==> config.mk <==
export PLATFORM = sky130hd
export DESIGN_NAME = rv32m_iter_mdu
export DESIGN_NICKNAME = d
export VERILOG_FILES = /design/src/rtl/rv32m_iter_mdu.sv
export SDC_FILE = /design/constraint.sdc
export NUM_CORES = 1
export LEC_CHECK = 0
export CORE_ASPECT_RATIO = 0.5
export CORE_UTILIZATION = 40
export DETAILED_ROUTE_END_ITERATION = 8
export GPL_TIMING_DRIVEN = 0
export SYNTH_ARGS = -nofsm -noshare
export SYNTH_HDL_FRONTEND = slang
export SYNTH_SLANG_ARGS = --single-unit
export TNS_END_PERCENT = 10
==> constraint.sdc <==
create_clock -name clk -period 9.3 [get_ports clk]
set_clock_uncertainty 0.15 [all_clocks]
set_input_delay 1.86 -clock clk [delete_from_list [all_inputs] [get_ports clk]]
set_output_delay 1.86 -clock clk [all_outputs]
set_load 0.01 [all_outputs]
==> src/rtl/rv32m_iter_mdu.sv <==
// Iterative RV32M multiply/divide unit: one shift-add or restoring-divide
// step per clock, with a one-cycle fast path for division special cases.
module rv32m_iter_mdu #(
  parameter int unsigned XLEN  = 32,
  parameter int unsigned CNT_W = 5
) (
  input  logic            clk,
  input  logic            rst,
  input  logic            start,
  input  logic [2:0]      funct3,
  input  logic [XLEN-1:0] rs1_val,
  input  logic [XLEN-1:0] rs2_val,
  input  logic [4:0]      rd_in,
  output logic            busy,
  output logic            done,
  output logic [XLEN-1:0] result,
  output logic [4:0]      rd_out,
  output logic            wen_out
);

  typedef enum logic [1:0] {IDLE, CALC, DONE} state_e;

  localparam logic [XLEN-1:0] MIN_NEG = {1'b1, {(XLEN-1){1'b0}}};

  state_e            state_q, state_d;
  logic [CNT_W-1:0]  cnt_q, cnt_d;
  logic [2:0]        op_q, op_d;
  logic [4:0]        rd_q, rd_d;
  logic              sa_q, sa_d;
  logic              sb_q, sb_d;
  logic [XLEN-1:0]   b_q, b_d;
  logic [2*XLEN-1:0] acc_q, acc_d;
  logic [XLEN-1:0]   result_q, result_d;

  logic [2*XLEN-1:0] acc_step;
  logic [XLEN:0]     mul_sum;
  logic [XLEN+1:0]   div_diff;
  logic [2*XLEN-1:0] prod_s;
  logic [XLEN-1:0]   quo, rem, fin;
  logic              sgn_a, sgn_b;
  logic              op_sa, op_sb;
  logic [XLEN-1:0]   mag_a, mag_b;
  logic              spec_div0, spec_ovf;

  // State and datapath registers; reset aborts any op in flight
  always_ff @(posedge clk or posedge rst) begin
    if (rst) begin
      state_q  <= IDLE;
      cnt_q    <= '0;
      op_q     <= '0;
      rd_q     <= '0;
      sa_q     <= 1'b0;
      sb_q     <= 1'b0;
      b_q      <= '0;
      acc_q    <= '0;
      result_q <= '0;
    end else begin
      state_q  <= state_d;
      cnt_q    <= cnt_d;
      op_q     <= op_d;
      rd_q     <= rd_d;
      sa_q     <= sa_d;
      sb_q     <= sb_d;
      b_q      <= b_d;
      acc_q    <= acc_d;
      result_q <= result_d;
    end
  end

  // One iteration: acc holds {hi, lo} of the product, or {remainder, quotient}
  always_comb begin
    mul_sum  = {1'b0, acc_q[2*XLEN-1:XLEN]} + {1'b0, ({XLEN{acc_q[0]}} & b_q)};
    div_diff = {1'b0, acc_q[2*XLEN-1:XLEN-1]} - {2'b00, b_q};
    if (op_q[2]) begin
      if (!div_diff[XLEN+1]) acc_step = {div_diff[XLEN-1:0], acc_q[XLEN-2:0], 1'b1};
      else                   acc_step = {acc_q[2*XLEN-2:0], 1'b0};
    end else begin
      acc_step = {mul_sum, acc_q[XLEN-1:1]};
    end
  end

  // Sign fix-up of the final iteration's value into the architectural result
  always_comb begin
    prod_s = (sa_q ^ sb_q) ? -acc_step : acc_step;
    quo    = acc_step[XLEN-1:0];
    rem    = acc_step[2*XLEN-1:XLEN];
    case (op_q)
      3'b000:                fin = prod_s[XLEN-1:0];
      3'b001, 3'b010, 3'b011: fin = prod_s[2*XLEN-1:XLEN];
      3'b100:                fin = (sa_q ^ sb_q) ? -quo : quo;
      3'b110:                fin = sa_q ? -rem : rem;
      3'b101:                fin = quo;
      default:               fin = rem;
    endcase
  end

  // Operand signedness per op, magnitudes and division special-case detection
  always_comb begin
    op_sa = 1'b0;
    op_sb = 1'b0;
    case (funct3)
      3'b000, 3'b001, 3'b100, 3'b110: begin op_sa = 1'b1; op_sb = 1'b1; end
      3'b010:                         op_sa = 1'b1;
      default: ;
    endcase
    sgn_a     = op_sa & rs1_val[XLEN-1];
    sgn_b     = op_sb & rs2_val[XLEN-1];
    mag_a     = sgn_a ? -rs1_val : rs1_val;
    mag_b     = sgn_b ? -rs2_val : rs2_val;
    spec_div0 = funct3[2] && (rs2_val == '0);
    spec_ovf  = funct3[2] && !funct3[0] && (rs1_val == MIN_NEG) && (rs2_val == '1);
  end

  // Next-state and register updates
  always_comb begin
    state_d  = state_q;
    cnt_d    = cnt_q;
    op_d     = op_q;
    rd_d     = rd_q;
    sa_d     = sa_q;
    sb_d     = sb_q;
    b_d      = b_q;
    acc_d    = acc_q;
    result_d = result_q;
    case (state_q)
      IDLE: begin
        if (start) begin
          op_d  = funct3;
          rd_d  = rd_in;
          sa_d  = sgn_a;
          sb_d  = sgn_b;
          b_d   = mag_b;
          acc_d = {{XLEN{1'b0}}, mag_a};
          cnt_d = '0;
          if (spec_div0) begin
            result_d = funct3[1] ? rs1_val : '1;
            state_d  = DONE;
          end else if (spec_ovf) begin
            result_d = funct3[1] ? '0 : MIN_NEG;
            state_d  = DONE;
          end else begin
            state_d = CALC;
          end
        end
      end
      CALC: begin
        acc_d = acc_step;
        cnt_d = cnt_q + CNT_W'(1);
        if (cnt_q == '1) begin
          result_d = fin;
          state_d  = DONE;
        end
      end
      DONE:    state_d = IDLE;
      default: state_d = IDLE;
    endcase
  end

  // Register-file style outputs
  always_comb begin
    busy    = (state_q != IDLE);
    done    = (state_q == DONE);
    result  = result_q;
    rd_out  = rd_q;
    wen_out = done && (rd_q != 5'd0);
  end

endmodule
==> results.md, run 1 <==
- Crit path kind: reg2reg
- Final min period: 8.32 ns
- Post-CTS Setup Bufs: 0
- Share of cells above drive strength 1: 4.70%
- First-pass GRT wire length: 114,000 µm
- CP endpoint kind: register
- Detailed Routing Iterations Pass 1: 6
- Max cap viols: 2
- Yosys reg bits: 145
- Main synth FF type: dfrtp_1
- Detailed Route WL: 78,400 µm
- Fin. Hold Viols: 0
- Die Span Y: 143 µm
- Post-route ant nets: 0
- Initial Utilization: 40.7%
- Worst Path Required: 9.47 ns
- Number of global-route vias before repair: 16,900
- F_max: 0.120 GHz
- Die area: 0.0405 mm²
- Clock tree sinks: 145
- Yosys warnings: 0
- RSZ-0062 raised after global routing: false
- Distinct cell type count after synthesis: 99
- Worst skew pair latency: 0.47 ns
- Relative slew margins: -3.77%
- CTS clk-pin slew, worst paths: 0.07 ns
- Fin area: 0.0183 mm²
- Post-CTS Resized: 0
- Non-Filler Instances: 2,849
- Initial antenna violation count: 1
- Crit path max fanout: 10
- P&R area growth vs syn: 15.2%
- Cell area after synthesis: 0.0159 mm²
- Number of synthesized flops with an enable pin: 0
- CTS Root Cell: clkbuf_16
- Worst-margin pin slew: 1.54 ns
- Most frequent cells in the layout: nor2_1 (242), nand2_1 (232), o21ai_0 (212), a21oi_1 (192), dfrtp_1 (145)
- Inst Count DP: 2,814
- Sum of negative setup slack: 0 ns
- Core area: 0.0390 mm²
- # hold bufs at CTS: 0
- GP Congestion: 1.04
- Worst Path Arrival: 8.49 ns
- Area after DPL: 0.0177 mm²
- Failing checks: max-capacitance violations, max-slew violations
- Die Wd: 284 µm
- Avg Cell Area, Syn: 7.31 µm²
- 1st-iter DRT viols: 2,413
- IO Port Bufs: 112
- Status: finished, violations left
- Sequential element share of the synthesized area: 22.8%
- Hold Path Class: reg2reg
- Syn nets: 2,319
- Final nets: 2,453
- CTS tree: yes
- Clk buf depth: 2
- Vias per cell: 6.49
- CTS Buf Count: 17
- Startpoint Class: register
- DRC viols: 0
- Final period util: 89.4%
- Total Routing Usage GR: 38.2%
- WL per Instance: 27.5 µm
- Final setup violation count: 0
- H-Tree Level Count: 4
- Num rows: 51
- Final HPWL DP: 61,900 µm
- GR Overflow Total: 0
- Slew Viols, Final: 8
- Async set-reset flop share out of synthesis: 100%
- Largest net degree at the start of global routing: 106
- IO Pins: 115
- Post-Syn Instances: 2,171
- Most common cell after layout, fill and taps aside: nor2_1
- Total number of vias: 18,500
## cells by family after synthesis
group,after synthesis,synth area share (%)
muxes,50,3.22
and+or+nand+nor,744,21.9
AOI/OAI and AO/OA,791,32.6
adders and majority gates,73,5.85
xor gates and xnor gates,150,8.27
buffers and inverters,218,5.33
DFF,145,22.8
## worst max-delay path, cell delays in order (launching register included)
cell	delay, ns
dfrtp_1	0.56
clkbuf_1	0.45
buf_2	0.47
buf_2	0.48
buf_2	0.49
buf_1	0.72
clkbuf_1	0.76
clkbuf_1	0.71
buf_1	0.78
clkbuf_1	0.80
buf_1	0.70
nand2_1	0.22
o21ai_0	0.17
o21ai_0	0.24
a31oi_1	0.30
a31oi_1	0.13
## layout make-up
cell class / instances / area (µm²)
fillers: 4039 / 20700
multi-input cells: 1808 / 11400
flip-flops and latches: 145 / 3630
repair buffers: 115 / 1160
well taps: 530 / 663
plain buffers: 134 / 532
clock buffers: 17 / 425
inverters: 84 / 323
clock inverters: 14 / 144
diodes: 2 / 5.00
## registers in the layout, summed over array words and instances, names as in the netlist
signal	count
state_q	2
rd_out	5
cnt_q	5
result	32
b_q	32
sb_q	1
op_q	3
acc_q	64
sa_q	1
## Yosys cell counts (all sizes together) (39+ instances only)
cell | n | area (µm²)
dfrtp | 145 | 3630
a31oi | 44 | 275
xor2 | 73 | 639
inv | 83 | 312
mux2i | 41 | 410
xnor2 | 77 | 674
a21oi | 197 | 1010
nand2 | 234 | 888
a221oi | 43 | 395
o211ai | 39 | 293
o21ai | 220 | 1100
nor3 | 54 | 275
ha | 71 | 888
clkbuf | 100 | 375
nor2 | 242 | 908
## layer usage
layer  track usage, %  wire length, µm
met5                0                0
met4             12.9             2750
met3             8.82             8790
met2             54.7            31200
met1             55.8            35600
## worst paths after layout
kind                                     startpoint                endpoint  slack, ns  cells past startpoint
max in group asynchronous                       rst     b_q[10]$_DFFE_PP0P_       6.48                      3
worst max-delay path            op_q[2]$_DFFE_PP0P_  result[19]$_DFFE_PP0P_       0.98                     15
worst min register to register   b_q[6]$_DFFE_PP0P_      b_q[6]$_DFFE_PP0P_       0.33                      2
worst max register to register  op_q[2]$_DFFE_PP0P_  result[19]$_DFFE_PP0P_       0.98                     15
worst min-delay path             b_q[6]$_DFFE_PP0P_      b_q[6]$_DFFE_PP0P_       0.33                      2
min in group asynchronous                       rst   acc_q[27]$_DFFE_PP0P_       1.61                      2
## per-stage QoR
stage,worst slack (ns),utilization (%),hold WS [ns]
floorplan,3.40,-,0.300
global placement,0.775,45.3,0.316
detailed placement,0.755,45.4,0.321
CTS,1.22,46.9,0.336
global route,0.951,46.9,0.361
finish,0.983,46.9,0.332
Power of run 1 is not shown: default switching activity piles up to over one toggle a cycle in this logic, so the estimate is an artifact.
==> run 2, diff against run 1 <==
--- a/config.mk
+++ b/config.mk
@@ -10,4 +10,5 @@
 export DETAILED_ROUTE_END_ITERATION = 8
 export GPL_TIMING_DRIVEN = 0
+export SETUP_SLACK_MARGIN = 0.15
 export SYNTH_ARGS = -nofsm -noshare
 export SYNTH_HDL_FRONTEND = slang
==> constraint.sdc (replaced) <==
create_clock -name clk -period 9.3 [get_ports clk]
set_clock_uncertainty 0.15 [all_clocks]
set_input_delay 0.93 -clock clk [delete_from_list [all_inputs] [get_ports clk]]
set_output_delay 0.93 -clock clk [all_outputs]
set_load 0.01 [all_outputs]
==> results of run 2 <==
The final DEF is identical to that of run 1. Status: finished, violations left: max-capacitance violations, max-slew violations.
Main changes from that run: setup slack after placement 0.755 ns -> 1.61 ns
Power of run 2 is left out for the same reason.
